--- src/rtl/instr_sequencer_if.sv ---
// rtl/instr_sequencer_if.sv - instruction-memory fetch and EU issue handshake bundle
// master = sequencer side, slave = memory / control-unit side.
interface instr_sequencer_if #(
  parameter int PC_W = 8
);
  logic            imem_req;
  logic [PC_W-1:0] imem_addr;
  logic            imem_valid;
  logic [31:0]     imem_rdata;
  logic [31:0]     instr;
  logic            instr_valid;
  logic            eu_done;
  logic [3:0]      eu_flag;

  modport master (
    output imem_req, imem_addr, instr, instr_valid,
    input  imem_valid, imem_rdata, eu_done, eu_flag
  );

  modport slave (
    input  imem_req, imem_addr, instr, instr_valid,
    output imem_valid, imem_rdata, eu_done, eu_flag
  );
endinterface

--- src/rtl/instr_sequencer.sv ---
// rtl/instr_sequencer.sv - fetch/decode/issue sequencer with local HALT/JMP/BRF resolution
// Optional SEQ_STEP_EN adds a step input that gates each instruction out of DECODE.
module instr_sequencer #(
  parameter int              PC_W       = 8,
  parameter logic [PC_W-1:0] START_PC   = '0,
  parameter int              EU_TIMEOUT = 15
) (
  input  logic             clk,
  input  logic             rst,
  input  logic             start,
`ifdef SEQ_STEP_EN
  input  logic             step,
`endif
  instr_sequencer_if.master bus,
  output logic [3:0]       flags,
  output logic [PC_W-1:0]  pc,
  output logic             busy,
  output logic             halted,
  output logic             error
);

  localparam int CNT_W = $clog2(EU_TIMEOUT + 1);

  typedef enum logic [2:0] {
    S_IDLE,
    S_FETCH,
    S_WAIT_MEM,
    S_DECODE,
    S_ISSUE,
    S_WAIT_EU,
    S_HALT
  } state_t;

  state_t           state_q;
  logic [PC_W-1:0]  pc_q;
  logic [31:0]      instr_q;
  logic [3:0]       flags_q;
  logic             imem_req_q;
  logic             instr_valid_q;
  logic             busy_q;
  logic             halted_q;
  logic             error_q;
  logic [CNT_W-1:0] cnt_q;

  logic [3:0]       opcode_d;
  logic [PC_W-1:0]  imm_d;
  logic [PC_W-1:0]  pc_inc_d;
  logic             decode_go_d;

  assign opcode_d = instr_q[31:28];
  assign imm_d    = PC_W'(instr_q[22:15]);
  assign pc_inc_d = pc_q + PC_W'(1);

`ifdef SEQ_STEP_EN
  assign decode_go_d = step;
`else
  assign decode_go_d = 1'b1;
`endif

  always_ff @(posedge clk or posedge rst) begin
    if (rst) begin
      state_q       <= S_IDLE;
      pc_q          <= START_PC;
      instr_q       <= '0;
      flags_q       <= '0;
      imem_req_q    <= 1'b0;
      instr_valid_q <= 1'b0;
      busy_q        <= 1'b0;
      halted_q      <= 1'b0;
      error_q       <= 1'b0;
      cnt_q         <= '0;
    end else begin
      // Both strobes are single-cycle; they are only raised on entry to FETCH / ISSUE.
      imem_req_q    <= 1'b0;
      instr_valid_q <= 1'b0;
      case (state_q)
        S_IDLE, S_HALT: begin
          if (start) begin
            state_q    <= S_FETCH;
            pc_q       <= START_PC;
            error_q    <= 1'b0;
            imem_req_q <= 1'b1;
            busy_q     <= 1'b1;
            halted_q   <= 1'b0;
          end
        end
        S_FETCH: begin
          state_q <= S_WAIT_MEM;
        end
        S_WAIT_MEM: begin
          if (bus.imem_valid) begin
            instr_q <= bus.imem_rdata;
            state_q <= S_DECODE;
          end
        end
        S_DECODE: begin
          if (decode_go_d) begin
            case (opcode_d)
              4'hF: begin
                state_q  <= S_HALT;
                busy_q   <= 1'b0;
                halted_q <= 1'b1;
              end
              4'hE: begin
                pc_q       <= imm_d;
                state_q    <= S_FETCH;
                imem_req_q <= 1'b1;
              end
              4'hD: begin
                pc_q       <= flags_q[instr_q[1:0]] ? imm_d : pc_inc_d;
                state_q    <= S_FETCH;
                imem_req_q <= 1'b1;
              end
              default: begin
                state_q       <= S_ISSUE;
                instr_valid_q <= 1'b1;
              end
            endcase
          end
        end
        S_ISSUE: begin
          cnt_q   <= '0;
          state_q <= S_WAIT_EU;
        end
        S_WAIT_EU: begin
          // eu_done in the final allowed cycle still completes normally.
          if (bus.eu_done) begin
            flags_q    <= bus.eu_flag;
            pc_q       <= pc_inc_d;
            state_q    <= S_FETCH;
            imem_req_q <= 1'b1;
          end else if (cnt_q == CNT_W'(EU_TIMEOUT - 1)) begin
            cnt_q    <= CNT_W'(EU_TIMEOUT);
            error_q  <= 1'b1;
            state_q  <= S_HALT;
            busy_q   <= 1'b0;
            halted_q <= 1'b1;
          end else begin
            cnt_q <= cnt_q + CNT_W'(1);
          end
        end
        default: begin
          state_q  <= S_IDLE;
          busy_q   <= 1'b0;
          halted_q <= 1'b0;
        end
      endcase
    end
  end

  assign bus.imem_req    = imem_req_q;
  assign bus.imem_addr   = pc_q;
  assign bus.instr       = instr_q;
  assign bus.instr_valid = instr_valid_q;
  assign flags           = flags_q;
  assign pc              = pc_q;
  assign busy            = busy_q;
  assign halted          = halted_q;
  assign error           = error_q;

endmodule
--- src/flat_wrapper.sv ---
// flat-port wrapper written by rule: the top's interface ports become plain ports
module instr_sequencer_flat 
#(
  parameter int              PC_W       = 8,
  parameter logic [PC_W-1:0] START_PC   = '0,
  parameter int              EU_TIMEOUT = 15
)
  (clk, rst, start, flags, pc, busy, halted, error, bus_imem_req, bus_imem_addr, bus_instr, bus_instr_valid, bus_imem_valid, bus_imem_rdata, bus_eu_done, bus_eu_flag);
  instr_sequencer_if #(.PC_W(PC_W)) bus_i ();
  input  logic clk;
  input  logic rst;
  input  logic start;
  output logic [3:0] flags;
  output logic [PC_W-1:0] pc;
  output logic busy;
  output logic halted;
  output logic error;
  output wire logic [$bits(bus_i.imem_req)-1:0] bus_imem_req;
  output wire logic [$bits(bus_i.imem_addr)-1:0] bus_imem_addr;
  output wire logic [$bits(bus_i.instr)-1:0] bus_instr;
  output wire logic [$bits(bus_i.instr_valid)-1:0] bus_instr_valid;
  input wire logic [$bits(bus_i.imem_valid)-1:0] bus_imem_valid;
  input wire logic [$bits(bus_i.imem_rdata)-1:0] bus_imem_rdata;
  input wire logic [$bits(bus_i.eu_done)-1:0] bus_eu_done;
  input wire logic [$bits(bus_i.eu_flag)-1:0] bus_eu_flag;
  assign bus_imem_req = bus_i.imem_req;
  assign bus_imem_addr = bus_i.imem_addr;
  assign bus_instr = bus_i.instr;
  assign bus_instr_valid = bus_i.instr_valid;
  assign bus_i.imem_valid = bus_imem_valid;
  assign bus_i.imem_rdata = bus_imem_rdata;
  assign bus_i.eu_done = bus_eu_done;
  assign bus_i.eu_flag = bus_eu_flag;
  instr_sequencer #(.PC_W(PC_W), .START_PC(START_PC), .EU_TIMEOUT(EU_TIMEOUT)) u_core (.clk(clk), .rst(rst), .start(start), .bus(bus_i), .flags(flags), .pc(pc), .busy(busy), .halted(halted), .error(error));
endmodule
--- config.mk ---
export PLATFORM = sky130hd
export DESIGN_NAME = instr_sequencer_flat
export DESIGN_NICKNAME = d
export VERILOG_FILES = /design/src/rtl/instr_sequencer_if.sv /design/src/rtl/instr_sequencer.sv /design/src/flat_wrapper.sv
export SDC_FILE = /design/constraint.sdc
export NUM_CORES = 1
export LEC_CHECK = 0
export ABC_AREA = 1
export CELL_PAD_IN_SITES_DETAIL_PLACEMENT = 0
export CELL_PAD_IN_SITES_GLOBAL_PLACEMENT = 1
export CORE_ASPECT_RATIO = 0.75
export CORE_MARGIN = 2
export CORE_UTILIZATION = 28
export DETAILED_ROUTE_END_ITERATION = 8
export HOLD_SLACK_MARGIN = 0.12
export PLACE_DENSITY = 0.67
export REMOVE_ABC_BUFFERS = 1
export SYNTH_ARGS = -nofsm -noshare
export SYNTH_HDL_FRONTEND = slang
export SYNTH_SLANG_ARGS = --single-unit
--- constraint.sdc ---
create_clock -name clk -period 2.66 [get_ports clk]
set_input_delay 0.532 -clock clk [delete_from_list [all_inputs] [get_ports clk]]
set_output_delay 0.532 -clock clk [all_outputs]
set_load 0.05 [all_outputs]
Word-level counts from Yosys, hierarchy flattened
Index checks and enable logic that the tools add are counted.

Register bits after elaboration: 56. Input bits: 41. Output and inout bits: 57. Logic and storage cells: 80.

Add/subtract/negate cells: 2. $lt $le $gt $ge: 1. Equal/unequal tests: 18. Mux-type cells: 33. Bitwise gates (word level): 1. Reduce and logical (&&, ||, !) cells: 15.

Operators by type and width (count): 2-to-1 mux 8 bit (3); case mux 8 bit (3 select lines) (1); case mux 3 bit (6 select lines) (1); == test 4 bit (second input constant) (4); case mux 8 bit (2 select lines) (1); 2-to-1 mux 1 bit (14); 2-to-1 mux 3 bit (4); == test 3 bit (second input constant) (3); adder 8 x 1 -> 8 bit (second input constant) (1); 2-to-1 mux 4 bit (2); != test 2 bit (second input constant) (4); case mux 1 bit (4 select lines) (2); case mux 4 bit (2 select lines) (1); AND reduction 4 bit (2); == test 3 x 2 -> 1 bit (second input constant) (2); case mux 3 bit (2 select lines) (1); AND reduction 2 bit (3); OR reduction 3 bit (2); AND reduction 5 bit (1); adder 4 x 1 -> 4 bit (second input constant) (1); != test 2 x 1 -> 1 bit (second input constant) (2); nonzero test 2 bit (2); OR reduction 2 bit (2); == test 3 x 1 -> 1 bit (second input constant) (1); 10 further kinds (10).

Logic depth before layout (Yosys ltp)
Gate-level depths: netlist of the first run.

Word-level depth: 5. Depth in mapped cells: 10. Mapped depth without buffers: 10.

Worst setup path after synthesis of the first run
Ideal clock, no wire load.

Path type: register -> register. Start: register u_core.pc_q[0] (netlist: u_core.bus.imem_addr[0]). End: register u_core.pc_q[6] (netlist: u_core.bus.imem_addr[6]). Library setup time: 78 ps. Arrival: 1562 ps. Data required time: 2582 ps. Slack: 1021 ps. Stages on the path, launching flop included: 8. Buffers on the path: 0. Period minus slack after synthesis: 1639 ps. Path through: dfrtp_1 ha_1 nand3_1 o21bai_1 nand3_1 nand2_1 inv_1 a21oi_1.

Longest elaborated chain between the ends: 4. Elaborated cells on any way between the ends: 5. Classes of those cells: add/sub (1); mux (4).

Ends and longest elaborated chain: from (decl) (RTL line instr_sequencer.sv:35) `logic [PC_W-1:0] pc_q;`; from (signal assigned) (RTL line instr_sequencer.sv:105) `pc_q <= imm_d;`; from (signal assigned) (RTL line instr_sequencer.sv:110) `pc_q <= flags_q[instr_q[1:0]] ? imm_d : pc_inc_d;`; from (signal assigned) (RTL line instr_sequencer.sv:129) `pc_q <= pc_inc_d;`; adder 8 x 1 -> 8 bit * (RTL line instr_sequencer.sv:52) `assign pc_inc_d = pc_q + PC_W'(1);`; 2-to-1 mux 8 bit (RTL line instr_sequencer.sv:110); case mux 8 bit (2 select lines) (RTL line instr_sequencer.sv:98) `case (opcode_d)`; case mux 8 bit (3 select lines) * (RTL line instr_sequencer.sv:76) `case (state_q)`.

Mark *: on every way between the ends. The rest lies on a longest branch, timed or not. The select of a mux whose other input is x is not followed. A chain may end at the register's enable or synchronous reset.

Worst setup path in the final report of the first run
Start: register u_core.pc_q[0] (netlist: u_core.bus.imem_addr[0]). End: output pc[0].

RTL lines: to (decl) (RTL line flat_wrapper.sv:14) `output logic [PC_W-1:0] pc;`.

No word-level cell between the ends.

==> results.ini, run 1 <==
[outcome]
status = finished, final reports clean

[detailed_routing]
wire_per_inst_um = 13.5
vias = 2373
drtAntennaViolNets = 0
viasPerCell = 4.35
dr.pass1.iters = 4
drt_iter0_markers = 54
drc_errors = 0
wl_um = 7340

[logic_synthesis]
yosysTopAreaCellShare_pct = 50.0
syn_area_per_cell_um2 = 8.78
synth-async-reset-ratio_pct = 100
yosysMostFrequentCell = nand2_1
synth-edff-count = 0
yosysSeqAreaShare_pct = 50.0
ys.flop_type = dfrtp_1
syn_inst = 319
ys_top_cells_by_area = dfrtp_1 (50%), nand2_1 (8.8%), mux2_2 (8.8%)
yosys.area.top_type = dfrtp_1
synth_area_mm2 = 0.00280
synthTopCellsByCount = nand2_1 (66), dfrtp_1 (56), inv_1 (37)
synthDistinctLibCells = 28
yosysWarnings = 0
ys_seq_elements = 56

[timing]
setup_violations = 0
slew-limit-headroom_pct = 63.2
post-route-min-period_ns = 2.16
setup_tns_ns = 0
fin_hold_ws_ns = 0.485
drv_slew = 0
rsz0062_at_grt = false
fmax_ghz = 0.462
setup_slack_ns = 0.497
fin_crit_sh_pct = 81.3
timing.final.hold_violations = 0
fin_skew_ns = 0.00347
worst_slew_pin_slew_ns = 0.551

[setup_path]
cp-end-kind = output pin
crit_slowest_cell = clkdlybuf4s50_1
critPathMaxFanout = 7
path_class = flop to output pin
cp_cell_sequence = clkdlybuf4s50_1
crit_family = buffers and inverters
arrival_ns = 1.63
slowest_delay_ns = 0.85
r2r_slack_ns = 0.73
cp_num_buf_inv = 1
critPathLaunchType = flop
cp.required_ns = 2.13

[clock_network]
htree_levels = 2
clk_latency_ns = 0.30
path_clk_slew_ns = 0.07
clock_sinks = 56
cts_setup_buffers = 0
cts_made_buffers = 5
cts-root-buf = clkbuf_16
ctsResizeCount = 0
hold_buffers = 0
cts.path.max_buffers = 2
cts_tree = built

[cells_and_area]
nNetsFinal = 456
drive_above_1_share_pct = 11.4
n_antenna_cell = 0
fill_cells = 993
area_delta_synth_final_pct = 44.4

[floorplanning]
initial_core_util_pct = 28.9
die_area_mm2 = 0.0108
pin_count = 98
rows = 31
die_y_um = 90.6
core_area_mm2 = 0.00970
dieWidth_um = 120

[placement]
dp_slack_ns = 0.647
dpl.hpwl_um = 5500
port_buffers = 97
gp_congestion = 0.820

[global_route]
grt_pass1_vias = 2340
grt_overflow = 0
track_usage_pct = 13.9
grt_pass1_wl_um = 11900
antenna_found_initial = 0
grt_max_degree = 24

[min_path]
hold_class = flop to flop

[power_and_ir_drop]
peakVddDrop_mv = 0.711
p_leak_nw = 1.86
power_density_mw_per_mm2 = 1470

[flow_run]
drv_cap = 0

==> state kept, by name, indices dropped and copies added, names as in the netlist <==
name                    flops
u_core.busy                 1
u_core.bus.imem_req         1
u_core.state_q              3
u_core.bus.instr_valid      1
u_core.bus.instr           32
u_core.halted               1
u_core.flags                4
u_core.bus.imem_addr        8
u_core.cnt_q                4
u_core.error                1
==> report_power, final <==
part	leakage [nW]	switching (W)	total, W	internal, W
logic	1.12	0.00239	0.00361	0.00122
clock network	0.0804	0.000325	0.000773	0.000448
registers	0.661	0.000317	0.00157	0.00125
total	1.86	0.00303	0.00595	0.00292
==> cell type report <==
class                      count  area [µm²]  share of cell area [%]
sequential                    56        1400                    34.6
multi-input combinational    209        1140                    28.3
timing repair buffer         102        1020                    25.2
tap                          132         165                    4.08
inverter                      38         143                    3.53
clock buffer                   5         125                    3.09
clock inverter                 3        46.3                    1.14
==> path summary, 6_finish.rpt <==
| kind | startpoint | to | depth (start not counted) |
|---|---|---|---|
| max | u_core.bus.imem_addr[0]$_DFFE_PP0P_ | pc[0] | 1 |
| min | u_core.error$_DFFE_PP0P_ | u_core.error$_DFFE_PP0P_ | 2 |
| max reg2reg | u_core.state_q[2]$_DFFE_PP0P_ | u_core.bus.imem_addr[1]$_DFFE_PP0P_ | 6 |
| min reg2reg | u_core.error$_DFFE_PP0P_ | u_core.error$_DFFE_PP0P_ | 2 |
| max in group asynchronous | rst | u_core.bus.instr[8]$_DFFE_PP0P_ | 3 |
| min in group asynchronous | rst | u_core.bus.instr[24]$_DFFE_PP0P_ | 2 |
==> metal layers <==
metal	part of all wire (%)	wire, µm	up-vias	global-route usage [%]
met2	39	2860	82	18.7
met3	12	848	8	7.77
met5	0	0	-	0
met4	1.1	81	0	3.82
met1	48	3550	1075	19.1
li1	-	-	1208	-
==> cells by family after synthesis <==
kind of cell / share of synthesized area, %
DFF: 50.0
buffers and inverters: 9.11
adders and majority gates: 1.34
xor gates and xnor gates: 0.625
AOI/OAI and AO/OA: 8.58
muxes: 8.84
and+or+nand+nor: 21.5
==> layout by cell type, fill, tap and decap left out, types with 2 or more instances in the layout <==
cell type / n
o21ai_0: 14
nand3_2: 2
nand3_1: 24
inv_2: 2
mux2_2: 22
or2_2: 2
xnor2_1: 2
inv_1: 36
a21oi_1: 25
clkbuf_16: 5
clkdlybuf4s50_1: 97
nand4_1: 3
nand2_1: 66
dfrtp_1: 56
a21oi_2: 2
ha_1: 3
o21bai_1: 2
buf_4: 4
nor2_1: 34
==> through the flow <==
step	instances	utilization, %	area, µm²	total power (W)
after floorplan	303	-	2690	0.00396
after global placement	537	40.0	3870	0.00519
after detailed placement	537	40.0	3870	0.00521
after CTS	545	41.7	4050	0.00603
after global routing	545	41.7	4050	0.00632
final	545	41.7	4050	0.00595
Power figures use the tool's default switching activity.
==> run 2: changes to the inputs <==
--- a/config.mk
+++ b/config.mk
@@ -13,7 +13,7 @@
 export CORE_UTILIZATION = 28
 export DETAILED_ROUTE_END_ITERATION = 8
 export HOLD_SLACK_MARGIN = 0.12
-export PLACE_DENSITY = 0.67
+export PLACE_DENSITY = 0.7
 export REMOVE_ABC_BUFFERS = 1
 export SYNTH_ARGS = -nofsm -noshare
 export SYNTH_HDL_FRONTEND = slang
==> constraint.sdc (replaced) <==
create_clock -name clk -period 1.8 [get_ports clk]
set_input_delay 0.36 -clock clk [delete_from_list [all_inputs] [get_ports clk]]
set_output_delay 0.36 -clock clk [all_outputs]
set_load 0.05 [all_outputs]
==> results.ini, run 2 (synthesized netlist as in run 1, its figures left out) <==
[clock_network]
path_clk_slew_ns = 0.08  ; about the same
clk_latency_ns = 0.30  ; about the same
htree_levels = 2  ; unchanged
cts.path.max_buffers = 2  ; unchanged
cts_made_buffers = 5  ; unchanged
clock_sinks = 56  ; unchanged
cts_tree = built
cts-root-buf = clkbuf_16

[flow_run]
drv_cap = 0  ; unchanged

[cells_and_area]
layout_commonest_cell = nand2_1
area_delta_synth_final_pct = 39.5
fill_cells = 1022  ; +2.9%
fin_util_pct = 40.3  ; -1.4 points
multi_input_area_mm2 = 0.00114  ; unchanged
final_cell_mix = nand2_1 (66), buf_4 (62), dfrtp_1 (55)
nNetsFinal = 458  ; +0.44%
largest_register_ffs = 32  ; unchanged
seq_area_mm2 = 0.00140  ; about the same
n_antenna_cell = 0  ; unchanged
drive_above_1_share_pct = 25.8  ; +14 points

[power_and_ir_drop]
peakVddDrop_mv = 1.10  ; +55%
swShare_pct = 53.0  ; +2.1 points
p_seq_share_pct = 27.7  ; +1.4 points
p_sw_w = 0.00447  ; +48%
power_w = 0.00844  ; +42%
power_frac_clock_pct = 11.9  ; -1.1 points
p_leak_nw = 1.92  ; +3.2%
power_density_mw_per_mm2 = 2160  ; +47%
p_comb_share_pct = 60.4  ; -0.3 points
p_int_w = 0.00397  ; +36%

[setup_path]
crit_slowest_cell = dfrtp_1
critPathMaxFanout = 16  ; +9
crit_family = compound AO/OA/AOI/OAI gates
cp-end-kind = flop
crit_top_cell = o21ai_0
slowest_delay_ns = 0.44  ; -0.41 ns
path_class = flop to flop
critPathLaunchType = flop
cp.required_ns = 2.02  ; -0.11 ns
cp_cell_sequence = o21ai_1 > nand3_2 > nand3_4 > o21ai_0 > o21ai_0
arrival_ns = 1.77  ; +0.14 ns
reg2reg_depth = 5  ; -1
cp_num_buf_inv = 0  ; -1
path_depth = 5  ; +4

[detailed_routing]
highest_layer = met4
dr_wl_met3_um = 774  ; -8.7%
drt_iter0_markers = 44  ; -19%
wl_um = 6940  ; -5.4%
viasPerCell = 4.37  ; +0.31%
dr.pass1.iters = 4  ; unchanged
wl_met1_um = 3220  ; -9.1%
wl_met2_um = 2880  ; +0.91%
wire_per_inst_um = 12.7  ; -5.7%
drtAntennaViolNets = 0  ; unchanged
vias = 2389  ; +0.67%
drc_errors = 0  ; unchanged

[timing]
fin_hold_ws_ns = 0.433  ; -0.0511 ns
post-route-min-period_ns = 1.55
setup_violations = 0  ; unchanged
slew-limit-headroom_pct = 78.3  ; +15 points
timing.final.hold_violations = 0  ; unchanged
worst_slew_pin_slew_ns = 0.324  ; -0.227 ns
fin_crit_sh_pct = 85.9
fmax_ghz = 0.646
fin_skew_ns = 0.00504  ; +0.00157 ns
drv_slew = 0  ; unchanged
rsz0062_at_grt = false

[global_route]
antenna_found_initial = 0  ; unchanged
grt_overflow = 0  ; unchanged
grt_pass1_vias = 2429  ; +3.8%
track_usage_pct = 13.4  ; -0.55 points
grt_max_degree = 57  ; +140%
grt_pass1_wl_um = 11700  ; -1.3%

[placement]
port_buffers = 97  ; unchanged
dpl.hpwl_um = 5210  ; -5.3%
gp_congestion = 0.787  ; -4.0%

[floorplanning]
die_area_mm2 = 0.0108  ; unchanged
dieWidth_um = 120  ; unchanged
pin_count = 98  ; unchanged
initial_core_util_pct = 28.9  ; unchanged
die_y_um = 90.6  ; unchanged
core_area_mm2 = 0.00970  ; unchanged
rows = 31  ; unchanged

[outcome]
status = finished, final reports clean

[min_path]
hold_class = primary input to async pin

==> run 2: cell types whose count changed in the layout (fill, tap and decap cells not counted), sizes merged <==
cell / delta
buf: +59
clkdlybuf4s50: -57
clkinv: +2
bufinv: -1
clkinvlp: -1
==> run 2: power by group through the flow <==
stage,registers [W],clock network (W),logic (W)
6_report,0.00234,0.00100,0.00510
3_3_place_gp,0.00234,0,0.00511
2_1_floorplan,0.00442,0,0.00143
3_5_place_dp,0.00236,0,0.00514
5_1_grt,0.00244,0.00107,0.00547
4_1_cts,0.00235,0.00103,0.00515
==> run 2: path summary, 6_finish.rpt <==
| kind | slack, ns | to | from |
|---|---|---|---|
| worst max-delay path | 0.25 | u_core.bus.imem_addr[1]$_DFFE_PP0P_ | u_core.state_q[0]$_DFFE_PP0P_ |
| worst min-delay path | 0.43 | u_core.bus.instr[14]$_DFFE_PP0P_ | rst |
| worst max register to register | 0.25 | u_core.bus.imem_addr[1]$_DFFE_PP0P_ | u_core.state_q[0]$_DFFE_PP0P_ |
| worst min register to register | 0.51 | u_core.bus.instr[13]$_DFFE_PP0P_ | u_core.bus.instr[13]$_DFFE_PP0P_ |
| max in group asynchronous | 1.10 | u_core.state_q[2]$_DFFE_PP0P_ | rst |
| min in group clk | 0.51 | u_core.bus.instr[13]$_DFFE_PP0P_ | u_core.bus.instr[13]$_DFFE_PP0P_ |
==> run 2: area by class of cell <==
cell class / instances / share of cell area (%)
clock inverter: 3 / 0.576
timing repair buffer: 104 / 23.2
inverter: 38 / 3.65
multi-input combinational: 209 / 29.3
clock buffer: 5 / 3.20
sequential: 56 / 35.9
tap: 132 / 4.23
==> run 2: per-layer routing <==
metal,vias to the layer above,track usage [%]
li1,1212,-
met1,1097,17.3
met2,74,20.1
met3,6,6.69
met4,0,2.94
met5,-,0
==> run 2: metrics by stage <==
step / setup TNS (ns) / instance area, µm² / setup slack [ns] / instances
2_1_floorplan: -0.635 / 2690 / -0.204 / 303
4_1_cts: 0 / 3910 / 0.202 / 547
3_3_place_gp: 0 / 3760 / 0.120 / 539
6_report: 0 / 3910 / 0.253 / 547
3_5_place_dp: 0 / 3760 / 0.116 / 539
5_1_grt: 0 / 3910 / 0.0667 / 547
==> run 2: what timing repair did <==
item,4_1_cts,5_1_grt
hold buffers,0,0
gates resized for setup,0,1
buffers inserted,0,0
setup endpoints to repair,0,2
==> run 2: worst min-delay path: cells and delay by family <==
family	cells	cell delay, ns
buffers and inverters	3	0.76
